$ cat src/rtl/data_pair_map_lookup_arbiter_pkg.sv
// Shared types for the pair-map lookup arbiter.
// The lookup FSM state encoding lives here so the top module and the bench agree on it.
package DataInterfacePkg;

    typedef enum logic [1:0] {
        ST_IDLE  = 2'd0,
        ST_ISSUE = 2'd1,
        ST_WAIT  = 2'd2,
        ST_RESP  = 2'd3
    } data_pair_arb_state_e;

endpackage

$ cat src/rtl/data_pair_map_lookup_arbiter_if.sv
// Bundle of requester-side and map-side handshakes around the lookup arbiter.
// slave: the arbiter's view. master: the surrounding requesters and map.
interface data_pair_map_lookup_arbiter_if #(
    parameter int REQN  = 4,
    parameter int ISIZE = 8,
    parameter int OSIZE = 8
) ();
    logic [REQN-1:0]       req_valid;
    logic [REQN-1:0]       req_ready;
    logic [REQN*ISIZE-1:0] req_key;
    logic [REQN-1:0]       rsp_valid;
    logic [REQN-1:0]       rsp_ready;
    logic                  rsp_hit;
    logic                  rsp_timeout;
    logic [OSIZE-1:0]      rsp_data;
    logic                  map_rd_valid;
    logic                  map_rd_ready;
    logic [ISIZE-1:0]      map_rd_data;
    logic                  map_out_valid;
    logic                  map_out_ready;
    logic [OSIZE-1:0]      map_out_data;
    logic                  map_err_valid;
    logic                  map_err_ready;
    logic [ISIZE-1:0]      map_err_data;

    modport slave (
        input  req_valid, req_key, rsp_ready,
        input  map_rd_ready, map_out_valid, map_out_data, map_err_valid, map_err_data,
        output req_ready, rsp_valid, rsp_hit, rsp_timeout, rsp_data,
        output map_rd_valid, map_rd_data, map_out_ready, map_err_ready
    );

    modport master (
        output req_valid, req_key, rsp_ready,
        output map_rd_ready, map_out_valid, map_out_data, map_err_valid, map_err_data,
        input  req_ready, rsp_valid, rsp_hit, rsp_timeout, rsp_data,
        input  map_rd_valid, map_rd_data, map_out_ready, map_err_ready
    );
endinterface

$ cat src/rtl/data_pair_map_lookup_arbiter_rr.sv
// Round-robin selector: picks the first asserted request after last_grant,
// wrapping modulo REQN. Purely combinational; grant is zero when disabled.
module rr_grant_arbiter #(
    parameter int REQN = 4,
    localparam int IW  = $clog2(REQN)
) (
    input  logic [REQN-1:0] req_i,
    input  logic [IW-1:0]   last_grant_i,
    input  logic            enable_i,
    output logic [REQN-1:0] grant_o,
    output logic [IW-1:0]   idx_o
);
    // Scan offsets 1..REQN from the last winner; the last winner itself is checked last.
    always_comb begin
        logic found;
        found   = 1'b0;
        grant_o = '0;
        idx_o   = '0;
        for (int k = 1; k <= REQN; k++) begin
            if (enable_i && !found && req_i[(int'(last_grant_i) + k) % REQN]) begin
                found = 1'b1;
                grant_o[(int'(last_grant_i) + k) % REQN] = 1'b1;
                idx_o = IW'((int'(last_grant_i) + k) % REQN);
            end
        end
    end
endmodule

$ cat src/rtl/data_pair_map_lookup_arbiter.sv
// Shares one pair-map lookup port among REQN requesters, one lookup in flight.
// Hit (out) and miss (err) returns come back as a single tagged response on the
// granted requester. Optional WAIT timeout: define DATA_PAIR_MAP_ARB_TIMEOUT_EN.
module data_pair_map_lookup_arbiter
    import DataInterfacePkg::*;
#(
    parameter int ISIZE   = 8,
    parameter int OSIZE   = 8,
    parameter int REQN    = 4,
    parameter int TIMEOUT = 64
) (
    input logic                            clock,
    input logic                            rst,
    data_pair_map_lookup_arbiter_if.slave  bus
);
    localparam int IW = $clog2(REQN);

    data_pair_arb_state_e state_q;
    logic [IW-1:0]        grant_q;
    logic [IW-1:0]        last_q;
    logic [ISIZE-1:0]     key_q;
    logic                 rd_valid_q;
    logic [REQN-1:0]      rsp_valid_q;
    logic                 hit_q;
    logic [OSIZE-1:0]     data_q;
    logic [REQN-1:0]      gnt;
    logic [IW-1:0]        gidx;
    logic [ISIZE-1:0]     key_sel;

`ifdef DATA_PAIR_MAP_ARB_TIMEOUT_EN
    localparam int CW = $clog2(TIMEOUT + 1);
    logic [CW-1:0] cnt_q;
    logic          to_q;
    assign bus.rsp_timeout = to_q;
`else
    assign bus.rsp_timeout = 1'b0;
`endif

    // Arbitration only matters in IDLE, so the arbiter is gated there; this also
    // makes its grant vector directly usable as req_ready.
    rr_grant_arbiter #(.REQN(REQN)) u_rr (
        .req_i        (bus.req_valid),
        .last_grant_i (last_q),
        .enable_i     (state_q == ST_IDLE),
        .grant_o      (gnt),
        .idx_o        (gidx)
    );

    assign key_sel           = bus.req_key[int'(gidx)*ISIZE +: ISIZE];
    assign bus.req_ready     = gnt;
    // Returns are sunk everywhere but RESP so stale or post-reset returns drain.
    assign bus.map_out_ready = (state_q != ST_RESP);
    assign bus.map_err_ready = (state_q != ST_RESP);
    assign bus.map_rd_valid  = rd_valid_q;
    assign bus.map_rd_data   = key_q;
    assign bus.rsp_valid     = rsp_valid_q;
    assign bus.rsp_hit       = hit_q;
    assign bus.rsp_data      = data_q;

    // The missed key is only informative; TIMEOUT is unused without the macro.
    logic unused_sink;
    assign unused_sink = ^{bus.map_err_data, 1'(TIMEOUT)};

    // Lookup FSM with all response/map-request outputs registered.
    always_ff @(posedge clock) begin
        if (rst) begin
            state_q     <= ST_IDLE;
            grant_q     <= '0;
            last_q      <= IW'(REQN - 1);
            key_q       <= '0;
            rd_valid_q  <= 1'b0;
            rsp_valid_q <= '0;
            hit_q       <= 1'b0;
            data_q      <= '0;
`ifdef DATA_PAIR_MAP_ARB_TIMEOUT_EN
            cnt_q       <= '0;
            to_q        <= 1'b0;
`endif
        end else begin
            case (state_q)
                ST_IDLE: begin
                    if (|gnt) begin
                        key_q      <= key_sel;
                        grant_q    <= gidx;
                        last_q     <= gidx;
                        rd_valid_q <= 1'b1;
                        state_q    <= ST_ISSUE;
                    end
                end
                ST_ISSUE: begin
                    if (bus.map_rd_ready) begin
                        rd_valid_q <= 1'b0;
                        state_q    <= ST_WAIT;
                    end
                end
                ST_WAIT: begin
                    if (bus.map_out_valid) begin
                        hit_q       <= 1'b1;
                        data_q      <= bus.map_out_data;
                        rsp_valid_q <= REQN'(1) << grant_q;
                        state_q     <= ST_RESP;
`ifdef DATA_PAIR_MAP_ARB_TIMEOUT_EN
                        cnt_q       <= '0;
`endif
                    end else if (bus.map_err_valid) begin
                        hit_q       <= 1'b0;
                        data_q      <= '0;
                        rsp_valid_q <= REQN'(1) << grant_q;
                        state_q     <= ST_RESP;
`ifdef DATA_PAIR_MAP_ARB_TIMEOUT_EN
                        cnt_q       <= '0;
                    end else if (cnt_q == CW'(TIMEOUT - 1)) begin
                        hit_q       <= 1'b0;
                        data_q      <= '0;
                        to_q        <= 1'b1;
                        rsp_valid_q <= REQN'(1) << grant_q;
                        state_q     <= ST_RESP;
                        cnt_q       <= '0;
                    end else begin
                        cnt_q       <= cnt_q + 1'b1;
`endif
                    end
                end
                ST_RESP: begin
                    if (bus.rsp_ready[grant_q]) begin
                        rsp_valid_q <= '0;
                        hit_q       <= 1'b0;
                        data_q      <= '0;
`ifdef DATA_PAIR_MAP_ARB_TIMEOUT_EN
                        to_q        <= 1'b0;
`endif
                        state_q     <= ST_IDLE;
                    end
                end
                default: state_q <= ST_IDLE;
            endcase
        end
    end
endmodule
$ cat src/flat_wrapper.sv
// flat-port wrapper written by rule: the top's interface ports become plain ports
module data_pair_map_lookup_arbiter_flat import DataInterfacePkg::*;
#(
    parameter int ISIZE   = 8,
    parameter int OSIZE   = 8,
    parameter int REQN    = 4,
    parameter int TIMEOUT = 64
)
  (clock, rst, bus_req_valid, bus_req_key, bus_rsp_ready, bus_map_rd_ready, bus_map_out_valid, bus_map_out_data, bus_map_err_valid, bus_map_err_data, bus_req_ready, bus_rsp_valid, bus_rsp_hit, bus_rsp_timeout, bus_rsp_data, bus_map_rd_valid, bus_map_rd_data, bus_map_out_ready, bus_map_err_ready);
  data_pair_map_lookup_arbiter_if #(.REQN(REQN), .ISIZE(ISIZE), .OSIZE(OSIZE)) bus_i ();
  input logic clock;
  input logic rst;
  input wire logic [$bits(bus_i.req_valid)-1:0] bus_req_valid;
  input wire logic [$bits(bus_i.req_key)-1:0] bus_req_key;
  input wire logic [$bits(bus_i.rsp_ready)-1:0] bus_rsp_ready;
  input wire logic [$bits(bus_i.map_rd_ready)-1:0] bus_map_rd_ready;
  input wire logic [$bits(bus_i.map_out_valid)-1:0] bus_map_out_valid;
  input wire logic [$bits(bus_i.map_out_data)-1:0] bus_map_out_data;
  input wire logic [$bits(bus_i.map_err_valid)-1:0] bus_map_err_valid;
  input wire logic [$bits(bus_i.map_err_data)-1:0] bus_map_err_data;
  output wire logic [$bits(bus_i.req_ready)-1:0] bus_req_ready;
  output wire logic [$bits(bus_i.rsp_valid)-1:0] bus_rsp_valid;
  output wire logic [$bits(bus_i.rsp_hit)-1:0] bus_rsp_hit;
  output wire logic [$bits(bus_i.rsp_timeout)-1:0] bus_rsp_timeout;
  output wire logic [$bits(bus_i.rsp_data)-1:0] bus_rsp_data;
  output wire logic [$bits(bus_i.map_rd_valid)-1:0] bus_map_rd_valid;
  output wire logic [$bits(bus_i.map_rd_data)-1:0] bus_map_rd_data;
  output wire logic [$bits(bus_i.map_out_ready)-1:0] bus_map_out_ready;
  output wire logic [$bits(bus_i.map_err_ready)-1:0] bus_map_err_ready;
  assign bus_i.req_valid = bus_req_valid;
  assign bus_i.req_key = bus_req_key;
  assign bus_i.rsp_ready = bus_rsp_ready;
  assign bus_i.map_rd_ready = bus_map_rd_ready;
  assign bus_i.map_out_valid = bus_map_out_valid;
  assign bus_i.map_out_data = bus_map_out_data;
  assign bus_i.map_err_valid = bus_map_err_valid;
  assign bus_i.map_err_data = bus_map_err_data;
  assign bus_req_ready = bus_i.req_ready;
  assign bus_rsp_valid = bus_i.rsp_valid;
  assign bus_rsp_hit = bus_i.rsp_hit;
  assign bus_rsp_timeout = bus_i.rsp_timeout;
  assign bus_rsp_data = bus_i.rsp_data;
  assign bus_map_rd_valid = bus_i.map_rd_valid;
  assign bus_map_rd_data = bus_i.map_rd_data;
  assign bus_map_out_ready = bus_i.map_out_ready;
  assign bus_map_err_ready = bus_i.map_err_ready;
  data_pair_map_lookup_arbiter #(.ISIZE(ISIZE), .OSIZE(OSIZE), .REQN(REQN), .TIMEOUT(TIMEOUT)) u_core (.clock(clock), .rst(rst), .bus(bus_i));
endmodule
$ cat config.mk
export PLATFORM = sky130hd
export DESIGN_NAME = data_pair_map_lookup_arbiter_flat
export DESIGN_NICKNAME = d
export VERILOG_FILES = /design/src/rtl/data_pair_map_lookup_arbiter_pkg.sv /design/src/rtl/data_pair_map_lookup_arbiter_if.sv /design/src/rtl/data_pair_map_lookup_arbiter_rr.sv /design/src/rtl/data_pair_map_lookup_arbiter.sv /design/src/flat_wrapper.sv
export SDC_FILE = /design/constraint.sdc
export NUM_CORES = 1
export LEC_CHECK = 0
export ABC_AREA = 1
export CORE_MARGIN = 10
export CORE_UTILIZATION = 35
export CTS_CLUSTER_SIZE = 20
export DETAILED_ROUTE_END_ITERATION = 10
export GPL_TIMING_DRIVEN = 0
export HOLD_SLACK_MARGIN = 0.03
export PLACE_DENSITY = 0.69
export SETUP_SLACK_MARGIN = 0.1
export SLEW_MARGIN = 10
export SYNTH_ARGS = -nofsm -noshare
export SYNTH_HDL_FRONTEND = slang
export SYNTH_SLANG_ARGS = --single-unit
$ cat constraint.sdc
create_clock -name clock -period 3.7 [get_ports clock]
set_input_delay 1.11 -clock clock [delete_from_list [all_inputs] [get_ports clock]]
set_output_delay 1.11 -clock clock [all_outputs]
set_load 0.01 [all_outputs]
==> impl_metrics.json, run 1 <==
{
  "start_util_pct": 36.52,
  "yosys_warnings": 0,
  "worstHoldPathType": "reg2reg",
  "crit_path_start_kind": "flip-flop",
  "place_ws_ns": -0.4123,
  "gr-total-overflow": 0,
  "synth-seq-cells": 28,
  "p_clk_share_pct": 8.7,
  "portBuffers": 79,
  "seq_power_share_pct": 16.5,
  "mostFrequentLayoutCells": "clkdlybuf4s50_1 (71), nand2_1 (66), nand3_1 (39)",
  "tns_ns": 0,
  "clkTransAtPathRegs_ns": 0.09,
  "synth_top_family_by_area": "simple AND/OR/NAND/NOR gates",
  "core_area_um2": 5574,
  "intPower_mw": 1.330,
  "wl_per_cell_um": 13.53,
  "crit_required_ns": 2.59,
  "setup_viol": 0,
  "fp.dieArea_um2": 9267,
  "antenna_found_initial": 0,
  "drt_iter0_markers": 132,
  "avgSynthCellArea_um2": 6.741,
  "syn_area_um2": 2036,
  "hold-path-cell-count": 2,
  "synth_xor_area_share_pct": 0,
  "grt_max_degree": 17,
  "p_per_area_nw_per_um2": 882.6,
  "finalCriticalPeriod_ns": 3.401,
  "path_class": "reg2out",
  "first_pass_iters": 5,
  "yosysSeqAreaShare_pct": 27.54,
  "numCtsBuffers": 3,
  "layout.nets": 467,
  "synth_mux_area_share_pct": 0,
  "multiInputGateArea_um2": 1315,
  "syn_nets": 375,
  "dpl.hpwl_mm": 4.902,
  "ff2ff_path_depth": 18,
  "holdWs_ns": 0.4657,
  "hold_viol": 0,
  "whs_endpoint": "u_core.bus.map_rd_valid",
  "end_kind": "output port",
  "combPwrFrac_pct": 74.7,
  "seq_area_um2": 563.0,
  "drv_slew": 0,
  "h-tree-depth": 1,
  "setup_ws_ns": 0.2989,
  "hp-start": "u_core.bus.map_rd_valid",
  "die_w_um": 96.27,
  "totalWireLength_mm": 6.290,
  "reg2reg_slack_ns": 0.85,
  "cap_viol_max_count": 0,
  "gp_congestion": 0.8535,
  "grt.total_usage_pct": 13.31,
  "fillCellCount": 559,
  "ios": 90,
  "fmax_mhz": 294.0,
  "fin_crit_sh_pct": 91.92,
  "die_y_um": 96.27,
  "reg2reg_from": "u_core.last_q[0]",
  "clock_skew_ns": 0.001716,
  "vias_per_cell": 4.751,
  "final_common_cell": "clkdlybuf4s50_1",
  "netSwitchingFraction_pct": 51.11,
  "status": "finished clean",
  "clk_latency_ns": 0.27,
  "cts_buffer_depth": 2,
  "yosysUniqueCellTypes": 29,
  "num_vias": 2209,
  "drive_gt1_share_pct": 16.28,
  "area_delta_synth_final_pct": 51.44,
  "syn_inst": 302,
  "synth_fa_ha_area_share_pct": 7.376,
  "arrival_ns": 2.29,
  "worst-path-max-fanout": 10,
  "root_buffer": "clkbuf_8",
  "rows": 27,
  "p_sw_mw": 1.391,
  "grt_pass1_vias": 2221,
  "antenna_cells": 0,
  "drc": 0,
  "cts_tree": "yes",
  "synth_simple_gate_area_share_pct": 43.64,
  "synth_compound_area_share_pct": 11.12,
  "detail-route-antenna-nets": 0,
  "p_leak_nw": 1.381,
  "rsz0062_at_grt": "no",
  "r2r-end": "u_core.bus.map_rd_data[6]",
  "cts_sinks": 28,
  "grt_pass1_wl_mm": 10.18,
  "ir_drop_mv": 0.5565
}
[metrics by stage]
stage               cell area [um2]  power (mW)  util [%]  cells
CTS                            3010       2.666     54.01    460
floorplan                      2036       1.833         -    302
detailed placement             2917       2.379     52.32    453
finish                         3083       2.721     55.31    465
global route                   3083       2.999     55.31    465
global placement               2917       2.356     52.32    453
[final cells by class]
cell class / instances / share of cell area, %
buffer: 13 / 2.800
clock buffer: 3 / 1.339
clock inverter: 1 / 0.9740
inverter: 32 / 4.018
multi-input combinational: 230 / 42.65
sequential: 28 / 18.26
tap: 72 / 2.922
timing repair buffer: 86 / 27.03
[synth_stat cells (all sizes together)]
master	n	share of area, %
nand2	86	19
nand3	46	13
inv	31	5.7
a21oi	28	7.1
dfxtp	28	28
nor2	23	5.8
ha	12	7.4
o21ai	12	3.3
buf	9	3.5
nand3b	8	3.0
nand4	7	2.2
clkbuf	4	0.74
nor3	2	0.49
o211ai	2	0.74
and2	1	0.31
clkinv	1	0.18
conb	1	0.18
nor4	1	0.31
[routing by layer]
metal / vias to the layer above / GRT usage [%] / share of wire (%)
met5: - / 0 / 0
met4: 0 / 2.088 / 1.1
met3: 8 / 4.825 / 6.8
met2: 58 / 24.05 / 50
met1: 981 / 14.79 / 42
li1: 1162 / - / -
[state kept, by name, indices dropped and copies added (netlist names)]
name,cells
u_core.bus.map_rd_data,8
u_core.bus.map_rd_valid,1
u_core.bus.rsp_data,8
u_core.bus.rsp_hit,1
u_core.bus.rsp_valid,4
u_core.grant_q,2
u_core.last_q,2
u_core.state_q,2
[worst max-delay path, stage by stage (launching register included)]
cell and delay [ns]:
dfxtp_2 0.48, inv_2 0.18, ha_1 0.39, inv_1 0.12, nand3_2 0.10, nand2_4 0.12, nand2_4 0.11, nor2_8 0.16
nand3_1 0.09, nand3_1 0.11, buf_2 0.14
[how the worst max path moves through the flow]
stage	endpoint	depth (start not counted)	startpoint	slack, ns
2_1_floorplan	bus_req_ready[0]	7	bus_req_valid[0]	0.72
3_3_place_gp	bus_req_ready[0]	10	bus_req_valid[2]	-0.40
3_5_place_dp	bus_req_ready[3]	10	bus_req_valid[2]	-0.41
4_1_cts	bus_req_ready[3]	11	bus_req_valid[2]	0.01
5_1_grt	bus_req_ready[0]	10	u_core.last_q[0]	0.11
6_report	bus_req_ready[0]	10	u_core.last_q[0]	0.30
[power by group through the flow]
| stage | clock network (mW) | logic [mW] | registers (mW) |
|---|---|---|---|
| floorplan | 0 | 1.37 | 0.464 |
| global placement | 0 | 1.91 | 0.447 |
| detailed placement | 0 | 1.93 | 0.449 |
| CTS | 0.245 | 1.98 | 0.443 |
| global route | 0.258 | 2.28 | 0.460 |
| finish | 0.238 | 2.03 | 0.449 |
[what timing repair did]
item / CTS / global route
pin swaps: 3 / 1
cloned: 1 / 0
buffers inserted: 2 / 5
resized for setup: 18 / 14
hold buffers: 0 / 0
setup endpoints to repair: 4 / 4
endpoints found under the hold margin: 0 / 0
[logic make-up after synthesis]
kind of cell             count (synthesis)
other                                    1
adder cells (fa/ha/maj)                 12
AND/OR/NAND/NOR                        174
AO/OA/AOI/OAI                           42
flip-flops                              28
buffers and inverters                   45
Power figures use the tool's default switching activity.
==> run 2: changes to the inputs <==
==> constraint.sdc (replaced) <==
create_clock -name clock -period 3.7 [get_ports clock]
set_input_delay 1.11 -clock clock [delete_from_list [all_inputs] [get_ports clock]]
set_output_delay 1.11 -clock clock [all_outputs]
set_load 0.05 [all_outputs]
==> impl_metrics.json, run 2 (synthesized netlist as in run 1, its figures left out) <==
{
  "cp_cell_sequence": "dlygate4sd2_1, nand2_1, nand3_2, nand2_4, inv_2, nor2_4, nand3_1, nand3_2, buf_8",
  "grt_pass1_wl_mm": 10.18,
  "wl_per_cell_um": 13.52,
  "status": "finished clean",
  "finalCriticalPeriod_ns": 3.437,
  "instances_no_fill": 465,
  "final_common_cell": "clkdlybuf4s50_1",
  "crit_required_ns": 2.59,
  "place_ws_ns": -0.6793,
  "root_buffer": "clkbuf_8",
  "dpl.hpwl_mm": 4.902,
  "h-tree-depth": 1,
  "drive_gt1_share_pct": 17.30,
  "numCtsBuffers": 3,
  "setup_ws_ns": 0.2627,
  "hold_viol": 0,
  "core_area_um2": 5574,
  "rows": 27,
  "cp_num_buf_inv": 3,
  "clkTransAtPathRegs_ns": 0.09,
  "drc": 0,
  "crit_slowest_cell": "dlygate4sd2_1",
  "cts_tree": "yes",
  "antenna_cells": 0,
  "cp_common_cell": "nand3_2",
  "crit_path_start_kind": "input port",
  "path_delay_family": "simple AND/OR/NAND/NOR gates",
  "clock_skew_ns": 0.001780,
  "detail-route-antenna-nets": 0,
  "grt.total_usage_pct": 13.34,
  "cts_hold_buf": 0,
  "ios": 90,
  "clk_latency_ns": 0.27,
  "grt_pass1_vias": 2212,
  "fin_crit_sh_pct": 92.90,
  "drv_slew": 0,
  "worstMarginPinSlew_ns": 0.5505,
  "p_leak_nw": 1.383,
  "ir_drop_mv": 0.6435,
  "worstHoldPathType": "reg2reg",
  "grt_max_degree": 17,
  "path_class": "in2out",
  "first_pass_iters": 4,
  "area_delta_synth_final_pct": 54.15,
  "worst-path-max-fanout": 4,
  "cts_buffer_depth": 2,
  "die_w_um": 96.27,
  "fp.dieArea_um2": 9267,
  "dp_cells": 453,
  "totalWireLength_mm": 6.287,
  "start_util_pct": 36.52,
  "num_vias": 2197,
  "relSlewSlack_pct": 63.19,
  "end_kind": "output port",
  "portBuffers": 79,
  "fmax_mhz": 290.9,
  "mostFrequentLayoutCells": "clkdlybuf4s50_1 (71), nand2_1 (67), nand3_1 (35)",
  "cp_slowest_stage_delay_ns": 0.26,
  "p_per_area_nw_per_um2": 987.3,
  "die_y_um": 96.27,
  "vias_per_cell": 4.725,
  "layout.nets": 467,
  "cap_viol_max_count": 0,
  "arrival_ns": 2.33,
  "gr-total-overflow": 0,
  "final_util_pct": 56.30,
  "gp_congestion": 0.8535,
  "drt_iter0_markers": 166,
  "rsz0062_at_grt": "no",
  "cts_sinks": 28,
  "antenna_found_initial": 0,
  "setup_viol": 0
}
-- run 2: timing repair --
action / in CTS / in global routing
gates cloned: 1 / 0
gates resized for setup: 44 / 9
setup buffers: 3 / 4
setup endpoints to repair: 4 / 4
pin swaps: 9 / 3
-- run 2: power breakdown --
part | internal (mW) | switching [mW] | leakage (nW)
registers | 0.386 | 0.0627 | 0.229
logic | 0.884 | 1.53 | 1.12
clock network | 0.145 | 0.0930 | 0.0357
total | 1.41 | 1.68 | 1.38
-- run 2: through the flow --
stage | total power, mW | instance area, um2 | hold WS (ns) | setup TNS (ns)
2_1_floorplan | 2.093 | 2036 | 0.4720 | 0
3_3_place_gp | 2.615 | 2917 | 0.4482 | -2.649
3_5_place_dp | 2.638 | 2917 | 0.4533 | -2.680
4_1_cts | 3.045 | 3082 | 0.4678 | 0
5_1_grt | 3.378 | 3138 | 0.4837 | 0
6_report | 3.098 | 3138 | 0.4666 | 0
-- run 2: final timing paths --
check                          startpoint                        end  slack (ns)  cells after the start
setup reg to reg         u_core.last_q[0]  u_core.bus.map_rd_data[6]        0.85                     18
hold reg to reg   u_core.bus.map_rd_valid    u_core.bus.map_rd_valid        0.47                      2
setup / recovery         bus_req_valid[3]           bus_req_ready[3]        0.26                      9
hold / removal    u_core.bus.map_rd_valid    u_core.bus.map_rd_valid        0.47                      2
-- run 2: cell type report --
class / count / area (um2)
multi-input combinational: 230 / 1341
timing repair buffer: 86 / 862.1
fill: 550 / 2436
sequential: 28 / 563.0
tap: 72 / 90.09
clock buffer: 3 / 41.29
buffer: 13 / 86.33
clock inverter: 1 / 30.03
inverter: 32 / 123.9
-- run 2: worst register-to-register path: stages, from the launching register on --
cell and delay (ns):
dfxtp_2 0.47, inv_2 0.17, ha_1 0.39, inv_1 0.12, nand3_2 0.10, nand2_4 0.12
nand2_8 0.09, nor2_4 0.15, buf_4 0.16, nand2_2 0.07, o21ai_2 0.07, nand3_2 0.19
nand2_4 0.18, buf_12 0.15, nand2_1 0.06, nand3_1 0.06, nand2_1 0.05, nor2_1 0.09
nor2_1 0.04
-- run 2: layer usage --
layer | part of all wire, % | vias up | global-route usage (%)
met5 | 0 | - | 0
met3 | 7.0 | 4 | 4.669
met1 | 42 | 980 | 14.97
met4 | 0.78 | 0 | 1.843
li1 | - | 1163 | -
met2 | 51 | 50 | 24.16
==> run 3: changes to the inputs <==
--- a/config.mk
+++ b/config.mk
@@ -14,7 +14,6 @@
 export HOLD_SLACK_MARGIN = 0.03
 export PLACE_DENSITY = 0.69
 export SETUP_SLACK_MARGIN = 0.1
-export SLEW_MARGIN = 10
 export SYNTH_ARGS = -nofsm -noshare
 export SYNTH_HDL_FRONTEND = slang
 export SYNTH_SLANG_ARGS = --single-unit
==> results of run 3 <==
Same layout as run 2: the final DEF is identical, and so are final timing and power.
